`config.mk`:
```
export PLATFORM = sky130hd
export DESIGN_NAME = rip_gshare_predictor_param
export DESIGN_NICKNAME = d
export VERILOG_FILES = /design/src/rtl/rip_branch_predictor_const.sv /design/src/rtl/rip_2r1w_bram.sv /design/src/rtl/rip_gshare_predictor_param.sv
export SDC_FILE = /design/constraint.sdc
export NUM_CORES = 2
export LEC_CHECK = 0
export BUFFER_PORTS_ARGS = -buffer_cell sky130_fd_sc_hd__buf_2
export CORE_ASPECT_RATIO = 0.8
export CORE_UTILIZATION = 60
export CTS_CLUSTER_DIAMETER = 150
export CTS_CLUSTER_SIZE = 12
export DETAILED_ROUTE_END_ITERATION = 16
export PLACE_DENSITY = 0.79
export REMOVE_ABC_BUFFERS = 1
export SLEW_MARGIN = 20
export SYNTH_ARGS = -nofsm -noshare
export SYNTH_HDL_FRONTEND = slang
export SYNTH_SLANG_ARGS = --single-unit
export TNS_END_PERCENT = 10
```
`constraint.sdc`:
```
create_clock -name clk -period 43.2 [get_ports clk]
set_input_delay 6.48 -clock clk [delete_from_list [all_inputs] [get_ports clk]]
set_output_delay 6.48 -clock clk [all_outputs]
set_load 0.02 [all_outputs]
```
`src/rtl/rip_branch_predictor_const.sv`:
```
// Shared types and helpers for the rip branch direction predictor.
package rip_branch_predictor_const;

    // Widest counter the saturating helper can handle.
    localparam int unsigned SAT_MAX_W = 16;

    typedef enum logic [0:0] {
        BP_INIT = 1'b0,
        BP_RUN  = 1'b1
    } bp_state_e;

    // Saturating +/-1 on a width-bit counter held in the low bits of ctr.
    // Arithmetic is one bit wider than the counter, then clamped.
    function automatic logic [SAT_MAX_W-1:0] sat_update(
        input logic [SAT_MAX_W-1:0] ctr,
        input logic                 taken,
        input int unsigned          width
    );
        logic [SAT_MAX_W:0] wide;
        logic [SAT_MAX_W:0] max_val;
        max_val = (SAT_MAX_W+1)'((33'(1) << width) - 33'(1));
        wide    = {1'b0, ctr};
        if (taken) begin
            wide = wide + (SAT_MAX_W+1)'(1);
            if (wide > max_val) wide = max_val;
        end else begin
            wide = wide - (SAT_MAX_W+1)'(1);
            if (wide[SAT_MAX_W]) wide = '0;
        end
        return wide[SAT_MAX_W-1:0];
    endfunction

endpackage

```
`src/rtl/rip_2r1w_bram.sv`:
```
// Counter table storage: port 1 writes, port 2 reads synchronously (old data on collision).
module rip_2r1w_bram #(
    parameter int unsigned ADDR_W = 10,
    parameter int unsigned DATA_W = 2
) (
    input  logic              clk,
    input  logic              rst,
    input  logic              p1_we,
    input  logic [ADDR_W-1:0] p1_addr,
    input  logic [DATA_W-1:0] p1_wdata,
    input  logic [ADDR_W-1:0] p2_addr,
    output logic [DATA_W-1:0] p2_rdata
);

    localparam int unsigned DEPTH = 1 << ADDR_W;

    logic [DATA_W-1:0] mem [DEPTH];

    // Write port; array contents are established by the init sweep, not by reset.
    always_ff @(posedge clk) begin
        if (p1_we) mem[p1_addr] <= p1_wdata;
    end

    // Registered read port.
    always_ff @(posedge clk or posedge rst) begin
        if (rst) p2_rdata <= '0;
        else     p2_rdata <= mem[p2_addr];
    end

endmodule

```
`src/rtl/rip_gshare_predictor_param.sv`:
```
// gshare/bimodal direction predictor with init sweep, write->read bypass and
// optional speculative history (enable with macro BP_SPEC_HISTORY_EN).
module rip_gshare_predictor_param
    import rip_branch_predictor_const::*;
#(
    parameter  int unsigned PC_LSB      = 2,
    parameter  int unsigned INDEX_WIDTH = 10,
    parameter  int unsigned HISTORY_LEN = 10,
    parameter  int unsigned CTR_WIDTH   = 2,
    parameter  int unsigned INIT_CTR    = 2 ** (CTR_WIDTH - 1),
    localparam int unsigned HW          = (HISTORY_LEN > 0) ? HISTORY_LEN : 1
) (
    input  logic                   clk,
    input  logic                   rst,
    input  logic [31:0]            pc,
    output logic                   ready,
    output logic                   pred_valid,
    output logic [INDEX_WIDTH-1:0] pred_index,
    output logic [CTR_WIDTH-1:0]   pred_ctr,
    output logic                   pred,
    input  logic                   update,
    input  logic [INDEX_WIDTH-1:0] update_index,
    input  logic [CTR_WIDTH-1:0]   update_ctr,
    input  logic                   actual,
    output logic [HW-1:0]          global_history
`ifdef BP_SPEC_HISTORY_EN
    ,
    input  logic                   pred_fire,
    input  logic [HW-1:0]          update_history
`endif
);

    localparam int unsigned DEPTH = 1 << INDEX_WIDTH;

    bp_state_e              state_q, state_d;
    logic [INDEX_WIDTH-1:0] init_cnt_q, init_cnt_d;
    logic [HW-1:0]          hist_q, hist_d;
    logic                   wr_en;
    logic [INDEX_WIDTH-1:0] wr_addr;
    logic [CTR_WIDTH-1:0]   wr_data;
    logic [INDEX_WIDTH-1:0] rd_idx;
    logic [CTR_WIDTH-1:0]   rd_data;
    logic                   byp_hit_q;
    logic [CTR_WIDTH-1:0]   byp_data_q;
    logic                   unused_ok;

    assign unused_ok = &{1'b0, pc
`ifdef BP_SPEC_HISTORY_EN
                         , update_history
`endif
                        };

    // Predict index: PC slice folded with the zero-extended global history.
    assign rd_idx = pc[PC_LSB +: INDEX_WIDTH] ^ INDEX_WIDTH'(hist_q);

    rip_2r1w_bram #(
        .ADDR_W (INDEX_WIDTH),
        .DATA_W (CTR_WIDTH)
    ) u_table (
        .clk      (clk),
        .rst      (rst),
        .p1_we    (wr_en),
        .p1_addr  (wr_addr),
        .p1_wdata (wr_data),
        .p2_addr  (rd_idx),
        .p2_rdata (rd_data)
    );

    // State register for the init sweep / run FSM.
    always_ff @(posedge clk or posedge rst) begin
        if (rst) begin
            state_q    <= BP_INIT;
            init_cnt_q <= '0;
        end else begin
            state_q    <= state_d;
            init_cnt_q <= init_cnt_d;
        end
    end

    // Next state and table write mux: sweep writes during init, resolved updates during run.
    always_comb begin
        state_d    = state_q;
        init_cnt_d = init_cnt_q;
        wr_en      = 1'b0;
        wr_addr    = '0;
        wr_data    = '0;
        case (state_q)
            BP_INIT: begin
                wr_en      = 1'b1;
                wr_addr    = init_cnt_q;
                wr_data    = CTR_WIDTH'(INIT_CTR);
                init_cnt_d = init_cnt_q + INDEX_WIDTH'(1);
                if (init_cnt_q == INDEX_WIDTH'(DEPTH - 1)) state_d = BP_RUN;
            end
            BP_RUN: begin
                if (update) begin
                    wr_en   = 1'b1;
                    wr_addr = update_index;
                    wr_data = CTR_WIDTH'(sat_update(SAT_MAX_W'(update_ctr), actual, CTR_WIDTH));
                end
            end
            default: state_d = BP_INIT;
        endcase
    end

    // Next global history; a mispredict restores from the checkpoint carried with the branch.
    always_comb begin
        hist_d = hist_q;
        if (state_q == BP_RUN) begin
`ifdef BP_SPEC_HISTORY_EN
            if (update && (update_ctr[CTR_WIDTH-1] != actual))
                hist_d = HW'({update_history, actual});
            else if (pred_fire)
                hist_d = HW'({hist_q, pred});
`else
            if (update)
                hist_d = HW'({hist_q, actual});
`endif
        end
        if (HISTORY_LEN == 0) hist_d = '0;
    end

    // Registered outputs, history and the bypass capture of a same-index write.
    always_ff @(posedge clk or posedge rst) begin
        if (rst) begin
            ready      <= 1'b0;
            pred_valid <= 1'b0;
            pred_index <= '0;
            hist_q     <= '0;
            byp_hit_q  <= 1'b0;
            byp_data_q <= '0;
        end else begin
            ready      <= (state_d == BP_RUN);
            pred_valid <= ready;
            pred_index <= rd_idx;
            hist_q     <= hist_d;
            byp_hit_q  <= wr_en && (wr_addr == rd_idx);
            byp_data_q <= wr_data;
        end
    end

    assign pred_ctr       = byp_hit_q ? byp_data_q : rd_data;
    assign pred           = pred_ctr[CTR_WIDTH-1];
    assign global_history = hist_q;

endmodule

```
==> key figures <==
Synthesis
  • Synth Warn #: 0
  • Dominant cell type by area after synthesis: edfxtp_1
  • Post-Syn Instances: just under 5000
  • Ys flop type: edfxtp_1
  • Sequential area share after synthesis: 74.09%
  • Synth Register Bits: 2085
  • Async set or reset register ratio after synthesis: approximately 1.8%
  • Post-Syn Area per Cell: 17.53 um^2
  • Yosys cell types: just over 60
  • Netlist Area Pre-Place: 0.08425 mm^2
  • EDFF count, synth: 2048
  • Yosys top cell area share: 72.99%
  • Synth area leaders: edfxtp_1, mux4_2, nor2_1, dfrtp_1, a22oi_1

STA
  • Clock Skew: 28.21 ps
  • Final critical-path required period: 11700 ps
  • Setup_tns: 0 ps
  • Hold slack: 493.3 ps
  • F_max: ~85 MHz
  • Period Utilization, post-route: a little over a quarter
  • Final setup viols: 0
  • Worst slew pin tran: 1232 ps
  • Worst slew margin: 17.81%
  • Final Hold Fails: 0
  • Final number of max-transition violations: 0
  • RSZ-0062 raised after global routing: no

Die
  • Core Area: 0.1388 mm^2
  • DIE AREA: 0.1419 mm^2
  • Die Height: 337.2 um
  • Initial Util: 60.72%
  • Rows: 122
  • I/O pin cnt: 73
  • DIE WIDTH: ~420 um

Global route
  • Largest net degree at the start of global routing: 226
  • First-pass GRT wire length: 319.8 mm
  • Grt total ovfl: 0
  • Vias in the first global route: 47030
  • Antenna violations before repair: 12
  • GRT Overall Usage: 31.64%

Placed design
  • Cell Area, Placed: 0.08637 mm^2
  • # port buffers: 50
  • Detailed placer's ending HPWL: 123.2 mm
  • Post-Place Cells: between 6000 and 7000
  • GP Congestion: 0.8597

Finish
  • Layout cells sized above 1: 20.05%
  • Finished Layout Cells: 6766
  • Most frequent cells in the layout: edfxtp_1, nor2_1, mux4_2, clkbuf_16, nand2_1
  • Design Area, Final: between 0.09 and 0.1 mm^2
  • # nets final: 4850
  • Area Overhead vs Synth: 8.952%
  • Commonest non-fill, non-tap cell in the layout: edfxtp_1

Power
  • Maximum vdd drop: 0.00004615 V
  • Clock Power Share: between 40 and 50%
  • Switching Fraction: 20.28%
  • Sequential power share: 57.3%
  • Pwr per Cell Area: 41.63 mW/mm^2
  • P_sw: 774.8 uW
  • Combinational Power Share: 2.4%
  • Leakage power: around 28 nW
  • Power, Total: 3.821 mW
  • Int Pwr: 3.047 mW

Worst setup path
  • Family with the most delay on the worst path: buffers and inverters
  • Worst Setup Path Type: input port to flop
  • Slowest cell delay on critical path: a little over 800 ps
  • Arrival @ worst endpoint: 12370 ps
  • CP endpoint kind: flop
  • Top cell by count, worst path: buf_4
  • Crit-path max FO: 93
  • Crit-path slowest cell: buf_4
  • Worst path required time: 43870 ps
  • Worst path cell trace: buf_2, xnor2_4, buf_12, buf_4, buf_4, buf_4, mux4_2, a22oi_1, a21oi_1, nor4_1, nand2_1, nor4_1, nor4bb_1
  • Startpoint Class: input port
  • Buf+Inv Stages, Crit Path: 5

Outcome
  • Status: completed

Clock tree
  • Setup Fix Bufs, Post-CTS: 0
  • Root Driver: clkbuf_16
  • CTS sink cnt: 2085
  • CTS Buffer Depth: 3
  • Clk slew on worst S/H paths: around 70 ps
  • Post-cts resize count: 0
  • Worst-skew pair later-pin latency: 830 ps
  • CTS tree: built
  • CTS buffer count: 191
  • # hold bufs at CTS: 0
  • Htree depth: 4

Drt
  • Number of remaining DRC errors: 0
  • DRT iter0 DRCs: 8351
  • Via count: 47350
  • Via density: 6.998
  • Routed WL per cell: 32.87 um
  • Final WL: 222.4 mm
  • ANT nets after route: 0
  • DRT Pass-1 Iters: 6

Job
  • Max cap viols: 0

Worst hold path
  • Min-Delay Path Class: flop to flop
==> Yosys cell counts (37+ instances only) <==
library cell	n
buf_1	96
edfxtp_1	2048
nand3_1	73
nand4_1	64
a22oi_1	116
clkbuf_1	179
nor2_1	1057
nand2_1	207
mux4_2	506
dfrtp_1	37
buf_2	53
a21oi_1	77
==> state kept, by name, summed over array words and instances (netlist names) <==
register,flops
byp_data_q,2
pred_index,10
init_cnt_q,10
u_table.p2_rdata,2
pred_valid,1
global_history,10
ready,1
byp_hit_q,1
u_table.mem,2048
==> power groups by stage <==
stage | Sequential [mW] | Clock, mW | Combinational [mW]
after floorplan | 2.23 | 0 | 0.0678
after global placement | 2.23 | 0 | 0.0902
after detailed placement | 2.23 | 0 | 0.0911
after CTS | 2.19 | 1.55 | 0.0916
after global routing | 2.19 | 1.62 | 0.0963
final | 2.19 | 1.54 | 0.0932
==> cell type report <==
cell class	count	area (um^2)
clock buffers	283	5231
inverters	15	65.06
multi-input cells	2326	20280
flip-flops and latches	2085	62420
fillers	8687	46960
repair buffers	182	1304
clock inverters	11	152.6
well taps	1860	2327
diodes	4	10.01
==> path summary, 6_finish.rpt <==
kind	startpoint	endpoint	slack, ps	depth (start not counted)
min in group asynchronous	rst	pred_valid	5820	3
max in group asynchronous	rst	pred_index[3]	36870	3
worst min register to register	init_cnt_q[8]	init_cnt_q[8]	490	1
worst max register to register	global_history[0]	u_table.p2_rdata[1]	36770	12
worst min-delay path	init_cnt_q[8]	init_cnt_q[8]	490	1
worst max-delay path	pc[2]	u_table.p2_rdata[1]	31500	13
==> layer usage <==
metal  GRT usage [%]  vias up  share of wire (%)  wire, um
met5               0        -              0.023        51
met4           14.48        8                4.7     10560
met3           10.04      624                 15     33880
met2           47.34     3997                 46    101400
met1           43.09    24010                 34     76540
li1                -    18710                  -         -
==> per-stage QoR <==
stage | util, % | setup WS, ps
2_1_floorplan | - | 3485
4_1_cts | 66.13 | 31600
6_report | 66.16 | 31500
3_5_place_dp | 62.25 | 30770
3_3_place_gp | 62.25 | 30860
5_1_grt | 66.15 | 31130
==> logic make-up after synthesis <==
group | after synthesis | share of synthesized area (%)
flip-flops | 2085 | 74.09
AND/OR/NAND/NOR | 1479 | 7.173
multiplexers | 524 | 13.75
buffers and inverters | 396 | 2.186
AO/OA/AOI/OAI | 291 | 2.407
XOR/XNOR | 30 | 0.3698
adder cells (fa/ha/maj) | 2 | 0.02673
Note: power is estimated with default switching activity, not from simulation.
